`src/rtl/pipeline_hazard_ctrl_if.sv`:
```
// Signal bundle between the IF/ID/EX pipeline front end and its hazard sequencer.
// The master side is the pipeline; the slave side is the sequencer.
interface pipeline_hazard_ctrl_if #(
  parameter int REG_W = 4,
  parameter int CNT_W = 16
);
  logic             id_valid;
  logic [REG_W-1:0] id_ra;
  logic [REG_W-1:0] id_rb;
  logic             id_uses_ra;
  logic             id_uses_rb;
  logic             id_is_div;
  logic             ex_valid;
  logic             ex_is_load;
  logic [REG_W-1:0] ex_rd;
  logic             branch_taken;
  logic             stall_clr;
  logic             pc_en;
  logic             ifid_en;
  logic             ifid_flush;
  logic             idex_bubble;
  logic [1:0]       hz_state;
  logic [CNT_W-1:0] stall_cnt;

  modport master (
    output id_valid, id_ra, id_rb, id_uses_ra, id_uses_rb, id_is_div,
    output ex_valid, ex_is_load, ex_rd, branch_taken, stall_clr,
    input  pc_en, ifid_en, ifid_flush, idex_bubble, hz_state, stall_cnt
  );

  modport slave (
    input  id_valid, id_ra, id_rb, id_uses_ra, id_uses_rb, id_is_div,
    input  ex_valid, ex_is_load, ex_rd, branch_taken, stall_clr,
    output pc_en, ifid_en, ifid_flush, idex_bubble, hz_state, stall_cnt
  );
endinterface

```
`src/rtl/pipeline_hazard_ctrl.sv`:
```
// Front-end hazard sequencer: load-use stalls, divide occupancy and branch flushes,
// with a saturating count of bubble cycles.
module pipeline_hazard_ctrl #(
  parameter int REG_W        = 4,
  parameter int LOAD_BUBBLES = 1,
  parameter int DIV_LAT      = 4,
  parameter int FLUSH_CYC    = 2,
  parameter int CNT_W        = 16
) (
  input  logic                   clk,
  input  logic                   rst,
  pipeline_hazard_ctrl_if.slave  hz
);
  localparam int MAX_A = (LOAD_BUBBLES > DIV_LAT) ? LOAD_BUBBLES : DIV_LAT;
  localparam int MAX_V = (MAX_A > FLUSH_CYC) ? MAX_A : FLUSH_CYC;
  localparam int CW    = (MAX_V > 2) ? $clog2(MAX_V) : 1;

  typedef enum logic [1:0] {
    RUN      = 2'd0,
    LD_STALL = 2'd1,
    DIV_WAIT = 2'd2,
    FLUSH    = 2'd3
  } state_t;

  state_t           state_reg, state_next;
  logic [CW-1:0]    cnt_reg, cnt_next;
  logic [CNT_W-1:0] stall_cnt_reg;
  logic             pc_en, ifid_en, ifid_flush, idex_bubble;

  // Per-source match against the load destination in EX
  logic [REG_W-1:0] src_idx [2];
  logic [1:0]       src_use;
  logic [1:0]       src_hit;
  logic             ld_hz;

  assign src_idx[0] = hz.id_ra;
  assign src_idx[1] = hz.id_rb;
  assign src_use    = {hz.id_uses_rb, hz.id_uses_ra};

  genvar gi;
  generate
    for (gi = 0; gi < 2; gi++) begin : g_src
      assign src_hit[gi] = src_use[gi] & (src_idx[gi] == hz.ex_rd);
    end
  endgenerate

  assign ld_hz = hz.id_valid & hz.ex_valid & hz.ex_is_load & (|src_hit);

  always_comb begin
    state_next  = state_reg;
    cnt_next    = cnt_reg;
    pc_en       = 1'b1;
    ifid_en     = 1'b1;
    ifid_flush  = 1'b0;
    idex_bubble = 1'b0;
    if (hz.branch_taken) begin
      ifid_flush  = 1'b1;
      idex_bubble = 1'b1;
      if (FLUSH_CYC > 1) begin
        state_next = FLUSH;
        cnt_next   = CW'(FLUSH_CYC - 2);
      end else begin
        state_next = RUN;
      end
    end else begin
      case (state_reg)
        RUN: begin
          if (ld_hz) begin
            pc_en       = 1'b0;
            ifid_en     = 1'b0;
            idex_bubble = 1'b1;
            if (LOAD_BUBBLES > 1) begin
              state_next = LD_STALL;
              cnt_next   = CW'(LOAD_BUBBLES - 2);
            end
          end else if (hz.id_valid && hz.id_is_div && DIV_LAT > 1) begin
            // The div itself issues this cycle; the wait covers its remaining EX cycles
            state_next = DIV_WAIT;
            cnt_next   = CW'(DIV_LAT - 2);
          end
        end
        LD_STALL, DIV_WAIT: begin
          pc_en       = 1'b0;
          ifid_en     = 1'b0;
          idex_bubble = 1'b1;
          if (cnt_reg == '0) state_next = RUN;
          else               cnt_next   = cnt_reg - CW'(1);
        end
        default: begin
          ifid_flush  = 1'b1;
          idex_bubble = 1'b1;
          if (cnt_reg == '0) state_next = RUN;
          else               cnt_next   = cnt_reg - CW'(1);
        end
      endcase
    end
    if (!rst) begin
      pc_en       = 1'b0;
      ifid_en     = 1'b0;
      ifid_flush  = 1'b1;
      idex_bubble = 1'b1;
    end
  end

  always_ff @(posedge clk) begin
    if (!rst) begin
      state_reg     <= RUN;
      cnt_reg       <= '0;
      stall_cnt_reg <= '0;
    end else begin
      state_reg <= state_next;
      cnt_reg   <= cnt_next;
      if (hz.stall_clr)
        stall_cnt_reg <= '0;
      else if (idex_bubble && stall_cnt_reg != '1)
        stall_cnt_reg <= stall_cnt_reg + CNT_W'(1);
    end
  end

  assign hz.pc_en       = pc_en;
  assign hz.ifid_en     = ifid_en;
  assign hz.ifid_flush  = ifid_flush;
  assign hz.idex_bubble = idex_bubble;
  assign hz.hz_state    = rst ? state_reg : RUN;
  assign hz.stall_cnt   = stall_cnt_reg;
endmodule

```
`src/flat_wrapper.sv`:
```
// flat-port wrapper written by rule: the top's interface ports become plain ports
module pipeline_hazard_ctrl_flat 
#(
  parameter int REG_W        = 4,
  parameter int LOAD_BUBBLES = 1,
  parameter int DIV_LAT      = 4,
  parameter int FLUSH_CYC    = 2,
  parameter int CNT_W        = 16
)
  (clk, rst, hz_id_valid, hz_id_ra, hz_id_rb, hz_id_uses_ra, hz_id_uses_rb, hz_id_is_div, hz_ex_valid, hz_ex_is_load, hz_ex_rd, hz_branch_taken, hz_stall_clr, hz_pc_en, hz_ifid_en, hz_ifid_flush, hz_idex_bubble, hz_hz_state, hz_stall_cnt);
  pipeline_hazard_ctrl_if #(.REG_W(REG_W), .CNT_W(CNT_W)) hz_i ();
  input  logic clk;
  input  logic rst;
  input wire logic [$bits(hz_i.id_valid)-1:0] hz_id_valid;
  input wire logic [$bits(hz_i.id_ra)-1:0] hz_id_ra;
  input wire logic [$bits(hz_i.id_rb)-1:0] hz_id_rb;
  input wire logic [$bits(hz_i.id_uses_ra)-1:0] hz_id_uses_ra;
  input wire logic [$bits(hz_i.id_uses_rb)-1:0] hz_id_uses_rb;
  input wire logic [$bits(hz_i.id_is_div)-1:0] hz_id_is_div;
  input wire logic [$bits(hz_i.ex_valid)-1:0] hz_ex_valid;
  input wire logic [$bits(hz_i.ex_is_load)-1:0] hz_ex_is_load;
  input wire logic [$bits(hz_i.ex_rd)-1:0] hz_ex_rd;
  input wire logic [$bits(hz_i.branch_taken)-1:0] hz_branch_taken;
  input wire logic [$bits(hz_i.stall_clr)-1:0] hz_stall_clr;
  output wire logic [$bits(hz_i.pc_en)-1:0] hz_pc_en;
  output wire logic [$bits(hz_i.ifid_en)-1:0] hz_ifid_en;
  output wire logic [$bits(hz_i.ifid_flush)-1:0] hz_ifid_flush;
  output wire logic [$bits(hz_i.idex_bubble)-1:0] hz_idex_bubble;
  output wire logic [$bits(hz_i.hz_state)-1:0] hz_hz_state;
  output wire logic [$bits(hz_i.stall_cnt)-1:0] hz_stall_cnt;
  assign hz_i.id_valid = hz_id_valid;
  assign hz_i.id_ra = hz_id_ra;
  assign hz_i.id_rb = hz_id_rb;
  assign hz_i.id_uses_ra = hz_id_uses_ra;
  assign hz_i.id_uses_rb = hz_id_uses_rb;
  assign hz_i.id_is_div = hz_id_is_div;
  assign hz_i.ex_valid = hz_ex_valid;
  assign hz_i.ex_is_load = hz_ex_is_load;
  assign hz_i.ex_rd = hz_ex_rd;
  assign hz_i.branch_taken = hz_branch_taken;
  assign hz_i.stall_clr = hz_stall_clr;
  assign hz_pc_en = hz_i.pc_en;
  assign hz_ifid_en = hz_i.ifid_en;
  assign hz_ifid_flush = hz_i.ifid_flush;
  assign hz_idex_bubble = hz_i.idex_bubble;
  assign hz_hz_state = hz_i.hz_state;
  assign hz_stall_cnt = hz_i.stall_cnt;
  pipeline_hazard_ctrl #(.REG_W(REG_W), .LOAD_BUBBLES(LOAD_BUBBLES), .DIV_LAT(DIV_LAT), .FLUSH_CYC(FLUSH_CYC), .CNT_W(CNT_W)) u_core (.clk(clk), .rst(rst), .hz(hz_i));
endmodule
```
`config.mk`:
```
export PLATFORM = sky130hd
export DESIGN_NAME = pipeline_hazard_ctrl_flat
export DESIGN_NICKNAME = d
export VERILOG_FILES = /design/src/rtl/pipeline_hazard_ctrl_if.sv /design/src/rtl/pipeline_hazard_ctrl.sv /design/src/flat_wrapper.sv
export SDC_FILE = /design/constraint.sdc
export NUM_CORES = 1
export LEC_CHECK = 0
export ABC_CLOCK_PERIOD_IN_PS = 1600
export BUFFER_PORTS_ARGS = -buffer_cell sky130_fd_sc_hd__clkbuf_2
export CELL_PAD_IN_SITES_DETAIL_PLACEMENT = 2
export CELL_PAD_IN_SITES_GLOBAL_PLACEMENT = 2
export CORE_AREA = 5 5 79 81
export DETAILED_ROUTE_END_ITERATION = 16
export DIE_AREA = 0 0 84 86
export GPL_ROUTABILITY_DRIVEN = 0
export PLACE_DENSITY_LB_ADDON = 0.1
export SLEW_MARGIN = 15
export SYNTH_ARGS = -nofsm -noshare
export SYNTH_HDL_FRONTEND = slang
export SYNTH_SLANG_ARGS = --single-unit
```
`constraint.sdc`:
```
create_clock -name clk -period 1.6 [get_ports clk]
set_clock_uncertainty 0.05 [all_clocks]
set_input_delay 0.08 -clock clk [delete_from_list [all_inputs] [get_ports clk]]
set_output_delay 0.08 -clock clk [all_outputs]
set_load 0.005 [all_outputs]
```
---- Yosys cells after proc, flatten, opt, wreduce, memory -nomap -nowiden ----
Cells that the tools add are included.
word-level totals
  flip-flop bits (word level) ............. 20
  input port bits ......................... 22
  output and inout port bits .............. 22
  logic and storage cells ................. 52
cells by class
  $add $sub $neg .......................... 2
  equality and inequality tests ........... 10
  multiplexer cells ....................... 19
  bitwise gates (word level) .............. 6
  reductions and logical operators ........ 12
operators with widths
  cell                                                                      number
  16-bit by 1-bit adder with 16-bit output (second input constant)          1
  2-bit two-way mux                                                         8
  16-bit inequality test (second input constant)                            1
  1-bit two-way mux                                                         10
  4-bit == test                                                             2
  2-bit OR reduction                                                        4
  3-bit AND reduction                                                       2
  1-bit bitwise AND                                                         5
  2-bit zero test                                                           2
  2-bit inequality test (second input constant)                             2
  3-bit by 2-bit inequality test with 1-bit output (second input constant)  1
  3-bit inequality test (second input constant)                             1
  3-bit nonzero test                                                        1
  3-bit OR reduction                                                        1
  2-bit by 1-bit == test with 1-bit output (second input constant)          1
  2-bit == test (second input constant)                                     1
  1-bit logical AND                                                         2
  2-bit by 1-bit inequality test with 1-bit output (second input constant)  1
  1-bit one-hot mux with 2 select lines                                     1
  2-bit by 1-bit subtractor with 2-bit output (second input constant)       1
  1-bit inverter                                                            1

---- Longest topological paths before layout ----
  depth after elaboration ................. 9
  depth in mapped cells ................... 7
  mapped depth without buffers ............ 6

---- Worst setup path after synthesis ----
No wires, ideal clock.
  kind .................................... register to register
  start point ............................. reg u_core.stall_cnt_reg[0], in the netlist u_core.hz.stall_cnt[0]
  end point ............................... reg u_core.stall_cnt_reg[14], in the netlist u_core.hz.stall_cnt[14]
  setup time .............................. 0.072 ns
  arrival time ............................ 1.549 ns
  data required time ...................... 1.478 ns
  slack ................................... -0.071 ns
  stages on the path, launching flop included .. 7
  path buffers ............................ 0
  clock period less this slack ............ 1.671 ns
  cells stage by stage .................... dfxtp_1 > ha_1 > and2_1 > nand4_4 > or3b_1 > a21oi_2 > mux2i_1
between the ends
  longest elaborated chain between the ends .. 2
  elaborated cells on any way between the ends .. 3
  classes of those cells .................. add/sub (1); eq/ne (1); reduce/logical (1)
RTL lines
  what                                                                              line                         source
  from (decl)                                                                       pipeline_hazard_ctrl.sv:27   logic [CNT_W-1:0] stall_cnt_reg;
  from (signal assigned)                                                            pipeline_hazard_ctrl.sv:116  stall_cnt_reg <= stall_cnt_reg + CNT_W'(1);
  branches (longest 2 deep; another with 16-bit by 1-bit adder with 16-bit output)  --
Parallel ways; which one is timed is not known.
A chain may end at the register's enable or synchronous reset.

---- Final worst setup path ----
  start point ............................. reg u_core.state_reg[1]
  end point ............................... out hz_pc_en
between the ends
  longest elaborated chain between the ends .. 5
  elaborated cells on any way between the ends .. 7
  classes of those cells .................. eq/ne (2); mux (3); reduce/logical (2)
RTL lines
  what                                                                       line                         source
  from (decl)                                                                pipeline_hazard_ctrl.sv:25   state_t state_reg, state_next;
  from (signal assigned)                                                     pipeline_hazard_ctrl.sv:111  state_reg <= state_next;
  2-bit by 1-bit == test with 1-bit output or 2-bit == test (tied branches)  pipeline_hazard_ctrl.sv:66   case (state_reg)
  2-bit OR reduction                                                         --
  1-bit one-hot mux with 2 select lines (*)                                  pipeline_hazard_ctrl.sv:66
  1-bit two-way mux (*)                                                      pipeline_hazard_ctrl.sv:56   if (hz.branch_taken) begin
  1-bit two-way mux (*)                                                      pipeline_hazard_ctrl.sv:97   if (!rst) begin
  to (decl)                                                                  flat_wrapper.sv:25           output wire logic [$bits(hz_i.pc_en)-1:0] hz_pc_en;
Every way passes the cells marked *; elsewhere a longest branch is shown, timed or not.

==> flow_summary_export.csv <==
group,metric,value,unit
routing,routedWlPerCell,16.0,µm
sta,finalCritPeriodShare,101,%
synth,synth_enable_flop_cells,0,
worst_setup_path,reg2reg_depth,6,
routing,firstDrtPassIters,4,
clock_tree,root_buffer,"clkbuf_8",
synth,ys_types,39,
pwr,ir_drop,0.319,mV
global_routing,grt_pass1_vias,1633,
clock_tree,clock_sinks,20,
synth,synth.most_common_cell,"nand2_1",
clock_tree,clockBufferDepth,2,
worst_setup_path,critPathCaptureType,"output pin",
synth,synth-async-reset-ratio,0,%
hold_path,hold_path_depth,2,
sta,fmax,0.618,GHz
synth,synth_ff_type,"dfxtp_1",
finish,largest_reg_flops,16,
floorplan,pin_count,44,
hold_path,hold_path.class,"in -> reg",
finish,drive_gt1_share,48.7,%
clock_tree,cts_max_level,1,
routing,vias_per_cell,4.82,
global_routing,grt_antenna_before_repair,0,
hold_path,holdCritStartpoint,"rst",
worst_setup_path,ff2ff_setup_slack,-10,ps
finish,final_core_util,38.8,%
global_routing,grt_overflow,0,
sta,tightest_slew,313,ps
run,maxCapViolations,0,
placement,placed_area,1860,µm²
sta,fin_crit,1620,ps
pwr,power_density,619,nW/µm²
floorplan,die_h,86,µm
worst_setup_path,crit_required,1470,ps
floorplan,fp.coreArea,5410,µm²
finish,nNetsFinal,255,
global_routing,grt_max_degree,32,
synth,avgSynthCellArea,8.69,µm²
sta,slew_headroom,79.1,%
finish,area_growth,51.7,%
synth,ys_ff_latch,20,
pwr,leakage,0.868,nW
sta,setup_tns,-42.6,ps
sta,fin_ws,-17.5,ps
worst_setup_path,cp_max_fo,6,
synth,synth.top_cells.by_count,"nand2_1 (25), dfxtp_1 (20), nand2b_1 (16)",
clock_tree,cts.clk_slew.worst_paths,80,ps
clock_tree,cts_made_buffers,3,
synth,ys_seq_area_share,29.0,%
worst_setup_path,criticalPathCategory,"reg -> out",
finish,num_antenna_cells,0,
synth,syn_nets,185,
placement,dp_hpwl,3.68,mm
clock_tree,clkLatencyLatePin,270,ps
worst_setup_path,reg2reg_from,"u_core.hz.stall_cnt[0]$_SDFFE_PP0P_",
status,status,"complete, but fails checks",
sta,hold_viol,0,
synth,synth_top_area_share,29.0,%
floorplan,start_util,25.6,%
routing,totalWireLength,4.81,mm
floorplan,fp-row-count,27,
sta,rsz0062_at_grt,"true",
synth,synth.cell_area,1380,µm²
floorplan,die_w,84,µm
worst_setup_path,crit_arrival,1490,ps
routing,drtIter0Drc,22,
routing,routed-via-count,1447,
finish,finalInstanceArea,2100,µm²
sta,final-setup-viol-count,5,
status,violations,"setup timing",
synth,netlist_top_cells_area,"dfxtp_1 (29%), mux2i_1 (11%), nand2b_1 (7.2%)",
synth,yosys.area.top_type,"dfxtp_1",
global_routing,grt_pass1_wl,8.05,mm
sta,slew_viol_final,0,
routing,drcViolationCount,0,
hold_path,hold_end,"u_core.state_reg[1]$_SDFFE_PN0P_",
synth,syn_inst,159,
worst_setup_path,r2r-end,"u_core.hz.stall_cnt[14]$_SDFFE_PP0P_",
worst_setup_path,critPathLaunchType,"flop",
routing,ant_nets,0,
global_routing,track_usage,13.6,%
floorplan,die-area,7220,µm²
placement,io_buffers,43,
synth,synth_warnings,0,
clock_tree,cts_tree,"built",
metal layers:
layer | wire length (µm) | track usage [%] | part of all wire, % | vias to the layer above
li1 | - | - | - | 696
met1 | 2240 | 17.3 | 46 | 725
met2 | 2460 | 24.4 | 51 | 22
met3 | 103 | 2.69 | 2.1 | 4
met4 | 18 | 1.75 | 0.37 | 0
met5 | 0 | 0 | 0 | -
layout make-up:
class	count	area, µm²
Sequential cell	20	408
Fill cell	615	3310
Clock buffer	3	41.3
Clock inverter	1	30.0
Tap cell	72	90.1
Timing Repair Buffer	74	498
Multi-Input combinational cell	125	1010
Inverter	5	18.8
worst max-delay path by stage:
stage / start / to / cells past startpoint
6_report: u_core.state_reg[1]$_SDFFE_PN0P_ / hz_pc_en / 6
5_1_grt: u_core.hz.stall_cnt[0]$_SDFFE_PP0P_ / u_core.hz.stall_cnt[10]$_SDFFE_PP0P_ / 7
4_1_cts: u_core.state_reg[1]$_SDFFE_PN0P_ / hz_pc_en / 6
3_5_place_dp: u_core.hz.stall_cnt[1]$_SDFFE_PP0P_ / u_core.hz.stall_cnt[5]$_SDFFE_PP0P_ / 6
3_3_place_gp: u_core.hz.stall_cnt[0]$_SDFFE_PP0P_ / u_core.hz.stall_cnt[10]$_SDFFE_PP0P_ / 6
2_1_floorplan: u_core.hz.stall_cnt[3]$_SDFFE_PP0P_ / u_core.hz.stall_cnt[14]$_SDFFE_PP0P_ / 5
per-stage QoR:
step | total power [mW] | cells | worst slack, ps | hold WS [ps]
finish | 1.30 | 300 | -17.5 | 31.4
global route | 1.37 | 300 | -111 | 35.0
CTS | 1.29 | 298 | -39.6 | 35.1
detailed placement | 0.743 | 291 | -229 | 329
global placement | 0.731 | 291 | -137 | 293
floorplan | 0.644 | 159 | 2.84 | 139
cell usage in the layout (no fill, tap or decap), types with 2 or more instances in the layout:
cell type,Yosys,final
buf_12,0,4
buf_4,2,27
nand2_1,25,25
xnor2_1,8,8
inv_2,0,2
a211oi_4,0,2
nand2b_1,16,16
nand4_1,8,8
a21oi_2,2,2
a21oi_1,3,2
o21ai_0,3,3
clkbuf_8,0,3
inv_1,5,3
ha_1,4,2
and2_1,5,4
dfxtp_2,0,6
ha_4,0,2
a211oi_2,3,7
mux2i_1,15,15
nor2_1,3,2
dfxtp_1,20,14
nand3_1,5,4
clkbuf_2,0,43
and4_4,0,2
logic make-up after synthesis:
logic type	share of synthesized area, %
xor gates and xnor gates	5.07
adders and majority gates	3.62
DFF	29.0
muxes	10.9
AOI/OAI and AO/OA	16.7
and+or+nand+nor	29.3
buffers and inverters	5.52
critical path, cell delays in order (launching register included):
cell	delay, ps
dfxtp_2	340
inv_2	50
ha_4	160
o221a_1	140
buf_12	140
o31a_1	260
clkbuf_2	120
power breakdown:
group	internal, mW	switching, mW	leakage, nW
Combinational	0.127	0.131	0.668
Clock	0.335	0.192	0.0357
Sequential	0.507	0.00667	0.164
repair_timing:
item / 4_1_cts / 5_1_grt
hold buffers: 0 / 0
setup endpoints to repair: 16 / 17
pin swaps: 6 / 7
endpoints found under the hold margin: 0 / 0
resized for setup: 14 / 10
setup buffers: 3 / 2
(Power assumes the default switching activity.)
